### config.mk
export PLATFORM = sky130hd
export DESIGN_NAME = dac_interface
export DESIGN_NICKNAME = d
export VERILOG_FILES = /design/src/rtl/dac_pkg.sv /design/src/rtl/dac_tx_fifo.sv /design/src/rtl/dac_interface.sv
export SDC_FILE = /design/constraint.sdc
export NUM_CORES = 1
export LEC_CHECK = 0
export ABC_AREA = 1
export CAP_MARGIN = 20
export CORE_MARGIN = 8
export CORE_UTILIZATION = 63
export DETAILED_ROUTE_END_ITERATION = 16
export HOLD_SLACK_MARGIN = 0.02
export PLACE_DENSITY = 0.85
export SLEW_MARGIN = 20
export SYNTH_ARGS = -nofsm -noshare
export SYNTH_HDL_FRONTEND = slang
export SYNTH_SLANG_ARGS = --single-unit
### constraint.sdc
create_clock -name clk_dac -period 6.5 [get_ports clk_dac]
set_input_delay 1.95 -clock clk_dac [delete_from_list [all_inputs] [get_ports clk_dac]]
set_output_delay 1.95 -clock clk_dac [all_outputs]
set_load 0.02 [all_outputs]
### src/rtl/dac_pkg.sv
// Shared definitions for the DAC transmit path: FSM state encoding, saturation
// bounds and the midscale word. The output coding is selected by the
// DAC_OFFSET_BINARY_EN macro (defined: offset binary, undefined: two's complement).
package dac_pkg;

  // Default DAC word width; the top level may override it.
  localparam int DAC_W_DEF = 10;

  // Transmit FSM states.
  typedef enum logic [1:0] {
    IDLE  = 2'd0,
    PRIME = 2'd1,
    RUN   = 2'd2
  } tx_state_e;

  // Largest positive value representable in a signed word of width w.
  function automatic int dac_max(input int w);
    return (1 << (w - 1)) - 1;
  endfunction

  // Most negative value representable in a signed word of width w.
  function automatic int dac_min(input int w);
    return -(1 << (w - 1));
  endfunction

  // Saturation bounds for the default width.
  localparam int DAC_MAX = dac_max(DAC_W_DEF);
  localparam int DAC_MIN = dac_min(DAC_W_DEF);

  // Output coding. Offset binary is two's complement with the MSB inverted,
  // which moves midscale from all-zeros to 1000...0.
`ifdef DAC_OFFSET_BINARY_EN
  localparam bit                     OFFSET_BINARY = 1'b1;
  localparam logic [DAC_W_DEF-1:0]   DAC_MIDSCALE  = 10'h200;
`else
  localparam bit                     OFFSET_BINARY = 1'b0;
  localparam logic [DAC_W_DEF-1:0]   DAC_MIDSCALE  = 10'h000;
`endif

endpackage

### src/rtl/dac_tx_fifo.sv
// Synchronous single-clock FIFO holding saturated DAC words between the
// processing chain and the paced DAC output. Flush empties it in one cycle.
module dac_tx_fifo #(
  parameter int W  = 10,
  parameter int AW = 4
) (
  input  logic          clk_dac,
  input  logic          rst,
  input  logic          push,
  input  logic          pop,
  input  logic          flush,
  input  logic [W-1:0]  wr_data,
  output logic [W-1:0]  rd_data,
  output logic          full,
  output logic          empty,
  output logic [AW:0]   level
);

  localparam int DEPTH = 1 << AW;

  logic [W-1:0]  mem [DEPTH];
  logic [AW-1:0] wr_ptr;
  logic [AW-1:0] rd_ptr;
  logic [AW:0]   count;
  logic          push_ok;
  logic          pop_ok;

  // Guard against overflow/underflow locally so the FIFO is safe on its own.
  assign push_ok = push & ~full & ~flush;
  assign pop_ok  = pop & ~empty & ~flush;

  assign full    = (count == (AW+1)'(DEPTH));
  assign empty   = (count == '0);
  assign level   = count;
  assign rd_data = mem[rd_ptr];

  // Storage array write port.
  // NOTE: the storage array is deliberately not reset; only pointers and count
  // define validity, and a resettable array would cost a reset net per bit.
  always_ff @(posedge clk_dac) begin
    if (push_ok) begin
      mem[wr_ptr] <= wr_data;
    end
  end

  // Pointer and occupancy tracking; flush takes priority over push/pop.
  // NOTE: sequential state is always assigned with <= so every flop samples
  // the pre-edge values regardless of statement order.
  always_ff @(posedge clk_dac or posedge rst) begin
    if (rst) begin
      wr_ptr <= '0;
      rd_ptr <= '0;
      count  <= '0;
    end else if (flush) begin
      wr_ptr <= '0;
      rd_ptr <= '0;
      count  <= '0;
    end else begin
      if (push_ok) begin
        wr_ptr <= wr_ptr + AW'(1);
      end
      if (pop_ok) begin
        rd_ptr <= rd_ptr + AW'(1);
      end
      case ({push_ok, pop_ok})
        2'b10:   count <= count + (AW+1)'(1);
        2'b01:   count <= count - (AW+1)'(1);
        default: count <= count;
      endcase
    end
  end

endmodule

### src/rtl/dac_interface.sv
// Transmit-side DAC interface: accepts 32-bit signed samples over valid/ready,
// saturates them to the DAC range, buffers them and paces them out at
// clk_dac/RATE_DIV once the FIFO has primed. Reports clipping and a sticky
// underflow flag. DAC_OFFSET_BINARY_EN selects offset-binary output coding.
module dac_interface
  import dac_pkg::*;
#(
  parameter int DAC_W       = DAC_W_DEF,
  parameter int FIFO_AW     = 4,
  parameter int PRIME_LEVEL = 8,
  parameter int RATE_DIV    = 1,
  parameter int UF_THRESH   = 3
) (
  input  logic               clk_dac,
  input  logic               rst,
  input  logic               tx_enable,
  input  logic [31:0]        tx_samples,
  input  logic               tx_valid,
  output logic               tx_ready,
  output logic [DAC_W-1:0]   dac_data,
  output logic               dac_valid,
  output logic               dac_sleep,
  output logic               tx_active,
  output logic [FIFO_AW:0]   fifo_level,
  output logic               clip_detect,
  output logic               underflow_detect
);

  localparam int LVL_W = FIFO_AW + 1;
  localparam int CNT_W = (RATE_DIV > 1) ? $clog2(RATE_DIV) : 1;
  localparam int UF_W  = $clog2(UF_THRESH + 1);

  localparam logic signed [31:0] SAT_MAX   = 32'(dac_max(DAC_W));
  localparam logic signed [31:0] SAT_MIN   = 32'(dac_min(DAC_W));
  localparam logic [CNT_W-1:0]   CNT_LAST  = CNT_W'(RATE_DIV - 1);
  localparam logic [UF_W-1:0]    UF_LIMIT  = UF_W'(UF_THRESH);
  localparam logic [LVL_W-1:0]   PRIME_LVL = LVL_W'(PRIME_LEVEL);
  localparam logic [DAC_W-1:0]   MIDSCALE  =
    OFFSET_BINARY ? {1'b1, {(DAC_W-1){1'b0}}} : '0;

  tx_state_e          state;
  tx_state_e          state_next;
  logic               flush;
  logic               strobe;
  logic               push;
  logic               pop;
  logic               fifo_full;
  logic               fifo_empty;
  logic [DAC_W-1:0]   fifo_rd_data;
  logic [DAC_W-1:0]   sat_word;
  logic               sat_clip;
  logic [CNT_W-1:0]   rate_cnt;
  logic [UF_W-1:0]    uf_count;
  logic [UF_W-1:0]    uf_next;

  // Convert a stored two's-complement word to the DAC's output coding.
  function automatic logic [DAC_W-1:0] encode(input logic [DAC_W-1:0] word);
    return {word[DAC_W-1] ^ OFFSET_BINARY, word[DAC_W-2:0]};
  endfunction

  // Write-side saturation of the incoming 32-bit sample to the DAC range.
  // NOTE: every output of a combinational block gets a default first so no
  // path leaves it unassigned, which would otherwise infer a latch.
  always_comb begin
    sat_word = tx_samples[DAC_W-1:0];
    sat_clip = 1'b0;
    if ($signed(tx_samples) > SAT_MAX) begin
      sat_word = SAT_MAX[DAC_W-1:0];
      sat_clip = 1'b1;
    end else if ($signed(tx_samples) < SAT_MIN) begin
      sat_word = SAT_MIN[DAC_W-1:0];
      sat_clip = 1'b1;
    end
  end

  // Handshake: ready depends only on FIFO space; the flush cycle drops writes.
  assign tx_ready = ~fifo_full;
  assign push     = tx_valid & ~fifo_full & ~flush;

  // Pacing: a strobe every RATE_DIV cycles while running and still enabled.
  assign strobe   = (state == RUN) & tx_enable & (rate_cnt == CNT_LAST);
  assign pop      = strobe & ~fifo_empty;

  assign dac_sleep = (state != RUN);
  assign tx_active = (state == RUN);

  dac_tx_fifo #(
    .W  (DAC_W),
    .AW (FIFO_AW)
  ) u_fifo (
    .clk_dac (clk_dac),
    .rst     (rst),
    .push    (push),
    .pop     (pop),
    .flush   (flush),
    .wr_data (sat_word),
    .rd_data (fifo_rd_data),
    .full    (fifo_full),
    .empty   (fifo_empty),
    .level   (fifo_level)
  );

  // FSM state register.
  always_ff @(posedge clk_dac or posedge rst) begin
    if (rst) begin
      state <= IDLE;
    end else begin
      state <= state_next;
    end
  end

  // FSM next-state logic; leaving PRIME/RUN on disable flushes the FIFO.
  always_comb begin
    state_next = state;
    flush      = 1'b0;
    case (state)
      IDLE: begin
        if (tx_enable) begin
          state_next = PRIME;
        end
      end
      PRIME: begin
        if (!tx_enable) begin
          state_next = IDLE;
          flush      = 1'b1;
        end else if (fifo_level >= PRIME_LVL) begin
          state_next = RUN;
        end
      end
      RUN: begin
        if (!tx_enable) begin
          state_next = IDLE;
          flush      = 1'b1;
        end
      end
      default: begin
        state_next = IDLE;
      end
    endcase
  end

  // Rate divider: free-running while running, parked at zero otherwise.
  always_ff @(posedge clk_dac or posedge rst) begin
    if (rst) begin
      rate_cnt <= '0;
    end else if ((state == RUN) && tx_enable) begin
      rate_cnt <= (rate_cnt == CNT_LAST) ? '0 : rate_cnt + CNT_W'(1);
    end else begin
      rate_cnt <= '0;
    end
  end

  // Saturating underflow count candidate for an empty strobe.
  assign uf_next = (uf_count == UF_LIMIT) ? uf_count : uf_count + UF_W'(1);

  // Output word, strobe, clip pulse and underflow tracking.
  always_ff @(posedge clk_dac or posedge rst) begin
    if (rst) begin
      dac_data         <= MIDSCALE;
      dac_valid        <= 1'b0;
      clip_detect      <= 1'b0;
      uf_count         <= '0;
      underflow_detect <= 1'b0;
    end else begin
      dac_valid   <= 1'b0;
      clip_detect <= push & sat_clip;
      if (flush) begin
        dac_data <= MIDSCALE;
      end else if (strobe) begin
        dac_valid <= 1'b1;
        if (!fifo_empty) begin
          dac_data <= encode(fifo_rd_data);
          uf_count <= '0;
        end else begin
          // Starved: hold the DAC at midscale and count the miss.
          dac_data <= MIDSCALE;
          uf_count <= uf_next;
          if (uf_next == UF_LIMIT) begin
            underflow_detect <= 1'b1;
          end
        end
      end
    end
  end

endmodule

== Yosys cells after proc, flatten, opt, wreduce, memory -nomap -nowiden ==
Memories as Yosys holds them, arrays and structs flattened.
Cells that the tools add are included.
Storage, ports and cells
  register bits: 31
  bits in latches: 0
  RAM bits: 160
  bits in read-only memories: 0
  input port bits: 36
  output and inout bits: 21
  logic and storage cells: 84
  memories: 1
Operators by class
  add/sub/neg operators: 6
  multiply operators: 0
  divide/modulo/power cells: 0
  magnitude comparators: 3
  eq/ne operators: 11
  shift-type cells: 0
  multiplexer cells: 28
  bitwise gates (word level): 14
  reduce and logical (&&, ||, !) cells: 11
Memory list
  u_fifo.mem: words 16, width 10, read ports 1, clocked after memory_dff 0, wr ports 1, line dac_tx_fifo.sv:21  | logic [W-1:0] mem [DEPTH];
Operator list (number)
  10-bit two-way mux: 5
  32-bit by 10-bit greater-than comparator with 1-bit output, second input constant: 1
  32-bit by 10-bit < comparator with 1-bit output, second input constant: 1
  4-bit two-way mux: 4
  2-bit two-way mux: 6
  1-bit AND: 10
  1-bit two-way mux: 10
  5-bit case mux with 2 select lines: 1
  4-bit by 1-bit adder with 4-bit output, second input constant: 2
  2-bit == test, second input constant: 4
  2-bit inequality test, second input constant: 3
  2-bit case mux with 3 select lines: 1
  2-bit nonzero test: 3
  5-bit by 1-bit adder with 5-bit output, second input constant: 1
  5-bit == test, second input constant: 1
  5-bit by 4-bit greater-or-equal comparator with 1-bit output, second input constant: 1
  5-bit logical NOT: 1
  5-bit two-way mux: 1
  5-bit by 1-bit subtractor with 5-bit output, second input constant: 1
  2-bit by 1-bit == test with 1-bit output, second input constant: 2
  1-bit NOT: 4
  4-bit AND reduction: 1
  3-bit inequality test, second input constant: 1
  3-bit AND reduction: 1
  other kinds (7): 7

== Longest topological paths before layout ==
Gate-level depths: netlist of the first run.
  word-level depth: 10
  gate-level depth with buffers: 18
  gate-level depth less buffers: 18

== Modules after synthesis ==
A second synthesis of the first run with hierarchy kept.
Second synthesis, totals
  cells, all modules: 762
  area, all modules: 8408.1 sq um
Modules (own cells, without submodules)
  dac_tx_fifo: instances 1, cells an instance 634, area each 7440.9 sq um, sequential area each 5129.9 sq um
  dac_interface: instances 1, cells an instance 128, area each 967.2 sq um, sequential area each 425.4 sq um

== Least setup slack after synthesis of the first run ==
OpenSTA, ideal clock, no wires.
  path type: input-to-reg
  start point: input tx_enable
  end point: memory u_fifo.mem[13][0], enable pin
  setup time: 390 ps
  arrival time: 3246 ps
  required time: 6110 ps
  path slack: 2864 ps
  cell stages on the path: 5
  path buffers: 1
  cell sequence: inv_1 -> nand2_1 -> nand3_2 -> buf_2 -> nor3_1
Between the ends
  word-level cells in the longest chain between the ends: 8
RTL lines
  start, declared: line dac_interface.sv:16  | input logic tx_enable,
  1-bit two-way mux (*): line dac_interface.sv:123, dac_interface.sv:131
  1-bit two-way mux (*)
  1-bit NOT (no line) (*)
  1-bit AND: line dac_interface.sv:78  | assign push = tx_valid & ~fifo_full & ~flush;
  1-bit AND: line dac_tx_fifo.sv:29  | assign push_ok = push & ~full & ~flush;
  1-bit AND (*): line dac_tx_fifo.sv:29
  1-bit two-way mux (*): line dac_tx_fifo.sv:41  | if (push_ok) begin
  1-bit two-way mux (implied by the code) (*): line dac_tx_fifo.sv:42  | mem[wr_ptr] <= wr_data;
  end, declared: line dac_tx_fifo.sv:21
Mark *: on every way between the ends. The rest lies on a longest branch, timed or not.

== Worst setup path after layout of the first run ==
  start point: input tx_enable
  end point: memory u_fifo.mem[0][8], enable pin
The elaborated chain is that of the path after synthesis.

==> impl_metrics.env, run 1 <==
export IMPL_wire_per_inst_um=20.6
export IMPL_drive_above_1_share_pct=9.90
export IMPL_slew_headroom_pct=25.6
export IMPL_pwr_density_cell_mw_per_mm2=376
export IMPL_worstSkewPairLatency_ns=0.43
export IMPL_hp_class="flip-flop to flip-flop"
export IMPL_cp_required_ns=6.56
export IMPL_syn_inst=705
export IMPL_cts_clk_slew_worst_paths_ns=0.06
export IMPL_met1_length_um=7050
export IMPL_num_rows=41
export IMPL_totalWireLength_um=19300
export IMPL_die_h_um=130
export IMPL_num_antenna_cells=0
export IMPL_worstMarginPinSlew_ns=1.11
export IMPL_io_buffers=56
export IMPL_synth_edff_count=160
export IMPL_crit_path_max_fanout=18
export IMPL_cts_sinks=190
export IMPL_cts_buffer_depth=2
export IMPL_cts_root_buf="clkbuf_16"
export IMPL_met3_length_um=2040
export IMPL_max_cap_viol_count=0
export IMPL_tns_ns=0
export IMPL_ant_nets=0
export IMPL_layout_min_cycle_time_ns=4.64
export IMPL_syn_cell_area_mm2=0.00816
export IMPL_post_route_period_util_pct=71.4
export IMPL_dp_hpwl_um=12300
export IMPL_p_total_mw=3.56
export IMPL_hold_viol=0
export IMPL_syn_area_per_cell_um2=11.6
export IMPL_place_congestion=0.880
export IMPL_cp_end_kind="flip-flop"
export IMPL_worst_slack_ns=1.86
export IMPL_drt_iter0_drc=716
export IMPL_worst_setup_path_start_kind="input port"
export IMPL_cts_setup_buffers=0
export IMPL_seq_area_frac_synth_pct=68.1
export IMPL_area_growth_pct=16.1
export IMPL_drc_errors=0
export IMPL_layout_common_cells="160 x edfxtp_1, 135 x nor2_1, 75 x o21ai_0"
export IMPL_holdWs_ns=0.508
export IMPL_mostFrequentLayoutCell="edfxtp_1"
export IMPL_grt_setup_unrepaired="no"
export IMPL_cts_resized=0
export IMPL_leakage_nw=3.37
export IMPL_grt_util_all_layers_pct=23.9
export IMPL_viasPerCell=6.20
export IMPL_core_mm2=0.0126
export IMPL_cts_tree="yes"
export IMPL_fin_skew_ns=0.0103
export IMPL_die_w_um=130
export IMPL_arrival_ns=4.70
export IMPL_stdcell_area_mm2=0.00948
export IMPL_ys_types=32
export IMPL_top_layer="met4"
export IMPL_grt_pass1_wl_um=29500
export IMPL_first_global_vias=5648
export IMPL_peakVddDrop_mv=0.250
export IMPL_synth_seq_cells=190
export IMPL_ys_warn_count=0
export IMPL_grt_start_max_net_pins=87
export IMPL_io_pins=57
export IMPL_async_flop_share_pct=15.8
export IMPL_setup_viol=0
export IMPL_slew_viol_final=0
export IMPL_met2WireLength_um=9640
export IMPL_clock_fmax_ghz=0.215
export IMPL_finish_net_count=801
export IMPL_die_area_mm2=0.0169
export IMPL_num_vias=5824
export IMPL_syn_nets=751
export IMPL_dpl_worst_slack_ns=1.43
export IMPL_htree_levels=4
export IMPL_start_util_pct=64.7
export IMPL_status="finished, final reports clean"
export IMPL_cts_buffers=17
export IMPL_gr_total_overflow=0
export IMPL_dpl_cell_area_mm2=0.00886
export IMPL_path_class="input port to flip-flop"
export IMPL_drtPass1Iterations=6
export IMPL_hold_buffers=0
export IMPL_antenna_found_initial=0
export IMPL_synth_ff_type="edfxtp_1"
## cells by family (layout without fill, tap and decap cells)
group,after synthesis,after routing,share of synthesized area (%)
and+or+nand+nor,258,258,13.7
DFF,190,190,68.1
AOI/OAI and AO/OA,172,172,12.6
adders and majority gates,10,10,1.53
buffers and inverters,75,138,4.11
## where the power goes
group          switching (mW)  total [mW]  internal [mW]
logic                   0.657       0.974          0.318
clock network           0.438        1.04          0.605
registers              0.0805        1.54           1.46
## registers in the layout, summed over array words and instances, names as in the netlist
signal / flops
u_fifo.mem: 160
clip_detect: 1
u_fifo.wr_ptr: 4
u_fifo.level: 5
dac_data: 10
state: 2
underflow_detect: 1
u_fifo.rd_ptr: 4
uf_count: 2
dac_valid: 1
## synthesized netlist by cell type, drive strengths merged (6+ instances only)
library cell  instances  area, µm²
edfxtp              160       4800
nor2                136        513
o21ai                95        475
nand2                61        251
inv                  39        149
nand3                34        190
a21oi                32        160
dfrtp                30        751
o211ai               30        225
buf                  18        119
clkbuf               18       67.6
nor3                 13       65.1
o31ai                11        133
ha                   10        125
nor4                  7       50.1
nand4                 6       37.5
## metrics by stage
stage | utilization (%) | instances
2_1_floorplan | - | 705
3_3_place_gp | 69.9 | 906
3_5_place_dp | 70.2 | 907
4_1_cts | 74.9 | 939
5_1_grt | 75.1 | 940
6_report | 75.1 | 940
## final timing paths
check	slack (ns)	end	cells after the start	from
setup reg to reg	3.19	u_fifo.mem[0][8]	7	state[0]
hold reg to reg	0.51	underflow_detect	1	underflow_detect
min in group asynchronous	1.87	state[0]	2	rst
max in group asynchronous	4.12	u_fifo.rd_ptr[0]	3	rst
setup / recovery	1.86	u_fifo.mem[0][8]	7	tx_enable
hold / removal	0.51	underflow_detect	1	underflow_detect
## critical path, cell delays in order
cell and delay [ns]:
clkdlybuf4s50_1 0.51, inv_1 0.07, nand2_1 0.53, nand3_2 0.48
inv_1 0.23, nand2_1 0.20, nor2_1 0.73
## per-layer routing
layer	up-vias	GRT usage (%)
li1	2623	-
met1	2754	28.7
met2	388	40.3
met3	59	5.47
met4	0	11.7
met5	-	0
## area by class of cell
| type | instances | area (µm²) |
|---|---|---|
| sequential | 190 | 5560 |
| fill | 782 | 3140 |
| multi-input combinational | 440 | 2300 |
| timing repair buffer | 67 | 663 |
| clock buffer | 18 | 429 |
| tap | 172 | 215 |
| clock inverter | 14 | 164 |
| inverter | 39 | 149 |
Power figures use the tool's default switching activity.
==> run 2, diff against run 1 <==
- CORE_UTILIZATION: 63 -> 53
- PLACE_DENSITY: 0.85 -> 0.76
- clock period: 6.5 -> 3.9 ns (I/O delays scaled with it)
==> impl_metrics.env, run 2 (same netlist as run 1, synthesis figures left out) <==
export IMPL_status="finished, final reports clean"
export IMPL_worstSkewPairLatency_ns=0.43
export IMPL_fill_cells=1089
export IMPL_start_util_pct=53.9
export IMPL_leakage_nw=3.44
export IMPL_cts_resized=0
export IMPL_slew_headroom_pct=31.8
export IMPL_cts_setup_buffers=0
export IMPL_drive_above_1_share_pct=11.1
export IMPL_antenna_found_initial=0
export IMPL_hp_class="flip-flop to flip-flop"
export IMPL_layout_common_cells="160 x edfxtp_1, 135 x nor2_1, 75 x o21ai_0"
export IMPL_cts_tree="yes"
export IMPL_viasPerCell=6.00
export IMPL_seq_power_share_pct=44.1
export IMPL_cts_sinks=190
export IMPL_slew_viol_final=0
export IMPL_clockPowerShare_pct=28.8
export IMPL_finish_net_count=818
export IMPL_fin_skew_ns=0.00708
export IMPL_die_area_mm2=0.0196
export IMPL_num_rows=45
export IMPL_hold_buffers=0
export IMPL_grt_start_max_net_pins=86
export IMPL_final_util_pct=63.1
export IMPL_grt_setup_unrepaired="no"
export IMPL_drt_iter0_drc=784
export IMPL_worstMarginPinSlew_ns=1.02
export IMPL_max_cap_viol_count=0
export IMPL_swShare_pct=32.5
export IMPL_mostFrequentLayoutCell="edfxtp_1"
export IMPL_htree_levels=4
export IMPL_grt_pass1_wl_um=31100
export IMPL_core_mm2=0.0151
export IMPL_holdWs_ns=0.510
export IMPL_ant_nets=0
export IMPL_cp_required_ns=4.21
export IMPL_hold_viol=0
export IMPL_dp_hpwl_um=12700
export IMPL_intPower_mw=3.93
export IMPL_cts_clk_slew_worst_paths_ns=0.07
export IMPL_first_global_vias=5712
export IMPL_dpl_worst_slack_ns=0.465
export IMPL_drc_errors=0
export IMPL_peakVddDrop_mv=0.383
export IMPL_worst_setup_path_start_kind="flip-flop"
export IMPL_crit_path_max_fanout=68
export IMPL_worst_slack_ns=0.805
export IMPL_clock_fmax_ghz=0.323
export IMPL_die_w_um=140
export IMPL_cp_end_kind="flip-flop"
export IMPL_power_frac_comb_pct=27.1
export IMPL_setup_viol=0
export IMPL_tns_ns=0
export IMPL_pwr_density_cell_mw_per_mm2=609
export IMPL_die_h_um=140
export IMPL_cts_buffer_depth=2
export IMPL_largest_register_ffs=160
export IMPL_drtPass1Iterations=6
export IMPL_place_congestion=0.851
export IMPL_post_route_period_util_pct=79.4
export IMPL_io_pins=57
export IMPL_layout_min_cycle_time_ns=3.10
export IMPL_power_switching_mw=1.89
export IMPL_gr_total_overflow=0
export IMPL_cts_root_buf="clkbuf_16"
export IMPL_arrival_ns=3.40
export IMPL_wire_per_inst_um=20.8
export IMPL_area_growth_pct=17.1
export IMPL_grt_util_all_layers_pct=21.2
export IMPL_path_class="flip-flop to flip-flop"
export IMPL_num_vias=5844
export IMPL_io_buffers=56
export IMPL_totalWireLength_um=20300
export IMPL_largest_register="u_fifo.mem"
export IMPL_cts_buffers=17
run 2: final timing paths:
check                                  from  slack [ns]          endpoint  depth (start not counted)
hold reg to reg            underflow_detect        0.51  underflow_detect                          1
setup / recovery           u_fifo.rd_ptr[1]        0.80       dac_data[9]                          5
max in group asynchronous               rst        2.16  u_fifo.wr_ptr[0]                          3
hold / removal             underflow_detect        0.51  underflow_detect                          1
min in group asynchronous               rst        1.10       uf_count[0]                          2
setup reg to reg           u_fifo.rd_ptr[1]        0.80       dac_data[9]                          5
run 2: power by group through the flow:
stage          clock, mW  combinational, mW  sequential, mW
4_1_cts             1.69               1.57            2.57
6_report            1.68               1.58            2.57
3_3_place_gp           0               1.50            2.60
5_1_grt             1.76               1.74            2.59
2_1_floorplan          0              0.945            2.67
3_5_place_dp           0               1.56            2.61
run 2: cell type report:
class                           count  area [µm²]  share of cell area [%]
Clock inverter                     13         141                    1.48
Sequential cell                   190        5560                    58.1
Inverter                           39         150                    1.57
Timing Repair Buffer               84         771                    8.06
Multi-Input combinational cell    440        2270                    23.7
Tap cell                          188         235                    2.46
Antenna cell                        1        2.50                  0.0262
Clock buffer                       19         433                    4.53
run 2: critical path, cell delays in order (launching register included):
cell	delay, ns
dfrtp_1	0.91
clkinv_2	1.02
o21ai_0	0.37
o211ai_1	0.14
a21oi_1	0.39
o31ai_2	0.11
run 2: through the flow:
stage	instances	power (mW)	instance area, µm²
4_1_cts	973	5.82	9560
5_1_grt	973	6.08	9560
6_report	974	5.82	9560
2_1_floorplan	705	3.61	8160
3_5_place_dp	941	4.17	8980
3_3_place_gp	941	4.10	8980
run 2: routing by layer:
layer	up-vias	part of all wire (%)	GRT usage, %
met1	2809	40	26.3
met2	334	48	34.2
met3	42	10	4.99
met5	-	0	0
met4	0	2.5	10.8
li1	2659	-	-
==> run 3, diff against run 2 <==
- CORE_UTILIZATION: 53 -> 59
- PLACE_DENSITY: 0.76 -> 0.8
- clock period: 3.9 -> 3.2 ns (I/O delays scaled with it)
==> impl_metrics.env, run 3 (same netlist as run 1, synthesis figures left out) <==
export IMPL_dpl_worst_slack_ns=0.137
export IMPL_cts_setup_buffers=0
export IMPL_status="finished, final reports clean"
export IMPL_cts_sinks=190
export IMPL_io_pins=57
export IMPL_wire_per_inst_um=20.7
export IMPL_hp_class="flip-flop to flip-flop"
export IMPL_grt_start_max_net_pins=86
export IMPL_num_antenna_cells=0
export IMPL_totalWireLength_um=20100
export IMPL_start_util_pct=59.5
export IMPL_cts_buffers=17
export IMPL_slew_headroom_pct=33.3
export IMPL_antenna_found_initial=0
export IMPL_first_global_vias=5843
export IMPL_leakage_nw=3.47
export IMPL_reg2reg_depth=15
export IMPL_hold_depth=1
export IMPL_cts_clk_slew_worst_paths_ns=0.06
export IMPL_num_rows=43
export IMPL_grt_use_met2_pct=37.0
export IMPL_post_route_period_util_pct=86.8
export IMPL_layout_min_cycle_time_ns=2.78
export IMPL_drt_iter0_drc=668
export IMPL_place_congestion=0.856
export IMPL_grt_setup_unrepaired="no"
export IMPL_peakVddDrop_mv=0.367
export IMPL_hold_buffers=0
export IMPL_tns_ns=0
export IMPL_path_class="flip-flop to output port"
export IMPL_worst_slack_ns=0.422
export IMPL_hp_start="underflow_detect"
export IMPL_r2r_slack_ns=0.97
export IMPL_setup_viol=0
export IMPL_area_growth_pct=17.6
export IMPL_htree_levels=4
export IMPL_max_cap_viol_count=0
export IMPL_largest_register="u_fifo.mem"
export IMPL_die_area_mm2=0.0179
export IMPL_cp_required_ns=2.24
export IMPL_num_vias=5936
export IMPL_fill_cells=939
export IMPL_die_h_um=134
export IMPL_ant_nets=0
export IMPL_cts_resized=0
export IMPL_worstSkewPairLatency_ns=0.44
export IMPL_gr_total_overflow=0
export IMPL_arrival_ns=1.82
export IMPL_core_mm2=0.0137
export IMPL_grtUsageMet1_pct=26.2
export IMPL_r2r_end="u_fifo.level[4]"
export IMPL_drc_errors=0
export IMPL_clock_fmax_ghz=0.360
export IMPL_hold_viol=0
export IMPL_drtPass1Iterations=6
export IMPL_slew_viol_final=0
export IMPL_stdcell_area_mm2=0.00960
export IMPL_whs_endpoint="underflow_detect"
export IMPL_holdWs_ns=0.496
export IMPL_dp_hpwl_um=12800
export IMPL_worstMarginPinSlew_ns=1.00
export IMPL_mostFrequentLayoutCell="edfxtp_1"
export IMPL_drive_above_1_share_pct=11.6
export IMPL_pwr_density_cell_mw_per_mm2=738
export IMPL_worst_setup_path_start_kind="flip-flop"
export IMPL_grt_util_all_layers_pct=23.0
export IMPL_grt_use_met3_pct=8.17
export IMPL_die_w_um=134
export IMPL_cp_end_kind="output port"
export IMPL_cts_buffer_depth=2
export IMPL_cts_tree="yes"
export IMPL_busiest_layer="met2"
export IMPL_crit_path_max_fanout=5
export IMPL_cts_root_buf="clkbuf_16"
export IMPL_finish_net_count=826
export IMPL_grt_pass1_wl_um=30900
export IMPL_layout_common_cells="160 x edfxtp_1, 135 x nor2_1, 75 x o21ai_0"
export IMPL_fin_skew_ns=0.00595
export IMPL_io_buffers=56
export IMPL_dpl_cell_area_mm2=0.00904
export IMPL_largest_register_ffs=160
export IMPL_viasPerCell=6.11
export IMPL_r2r_start="state[0]"
==> run 3: cell count changes in the layout (fill, tap and decap cells not counted) <==
cell,change
diode_2,-1
inv_2,+1
clkbuf_1,-1
clkinv_4,-2
inv_6,-1
clkinv_1,+3
buf_12,+1
clkinvlp_4,-1
buf_4,+7
==> run 3: worst max-delay path, cell delays in order (launching register included) <==
cell	delay (ns)
dfrtp_1	0.44
nor2_1	0.21
nand3_2	0.16
clkdlybuf4s50_1	0.58
==> run 3: layer usage <==
metal  wire (µm)  vias to the layer above
met3        2230                       64
met4         751                        0
met2        9710                      347
met1        7450                     2851
li1            -                     2674
met5           0                        -
==> run 3: final cells by class <==
type	count	area, µm²	share of cell area, %
Multi-Input combinational cell	440	2270	23.7
Clock buffer	18	429	4.47
Sequential cell	190	5560	57.9
Timing Repair Buffer	92	843	8.79
Clock inverter	13	124	1.29
Tap cell	180	225	2.35
Inverter	39	149	1.55
==> run 3: how the worst max path moves through the flow <==
stage                    start           endpoint  slack [ns]
2_1_floorplan        tx_enable  u_fifo.mem[13][0]        0.55
3_3_place_gp    tx_samples[20]  u_fifo.mem[12][7]        0.24
3_5_place_dp    tx_samples[17]  u_fifo.mem[11][5]        0.14
4_1_cts        u_fifo.level[3]           tx_ready        0.41
5_1_grt        u_fifo.level[3]           tx_ready        0.33
6_report       u_fifo.level[3]           tx_ready        0.42
==> run 3: report_power, final <==
part	leakage (nW)	internal (mW)	switching [mW]
registers	1.83	2.97	0.151
logic	1.38	0.695	1.27
clock network	0.264	1.13	0.867
==> run 3: through the flow <==
step	cells	utilization (%)	total power [mW]
5_1_grt	972	69.9	7.40
2_1_floorplan	705	-	4.40
3_5_place_dp	941	65.9	5.11
4_1_cts	972	69.9	7.08
6_report	972	69.9	7.08
3_3_place_gp	941	65.9	5.03
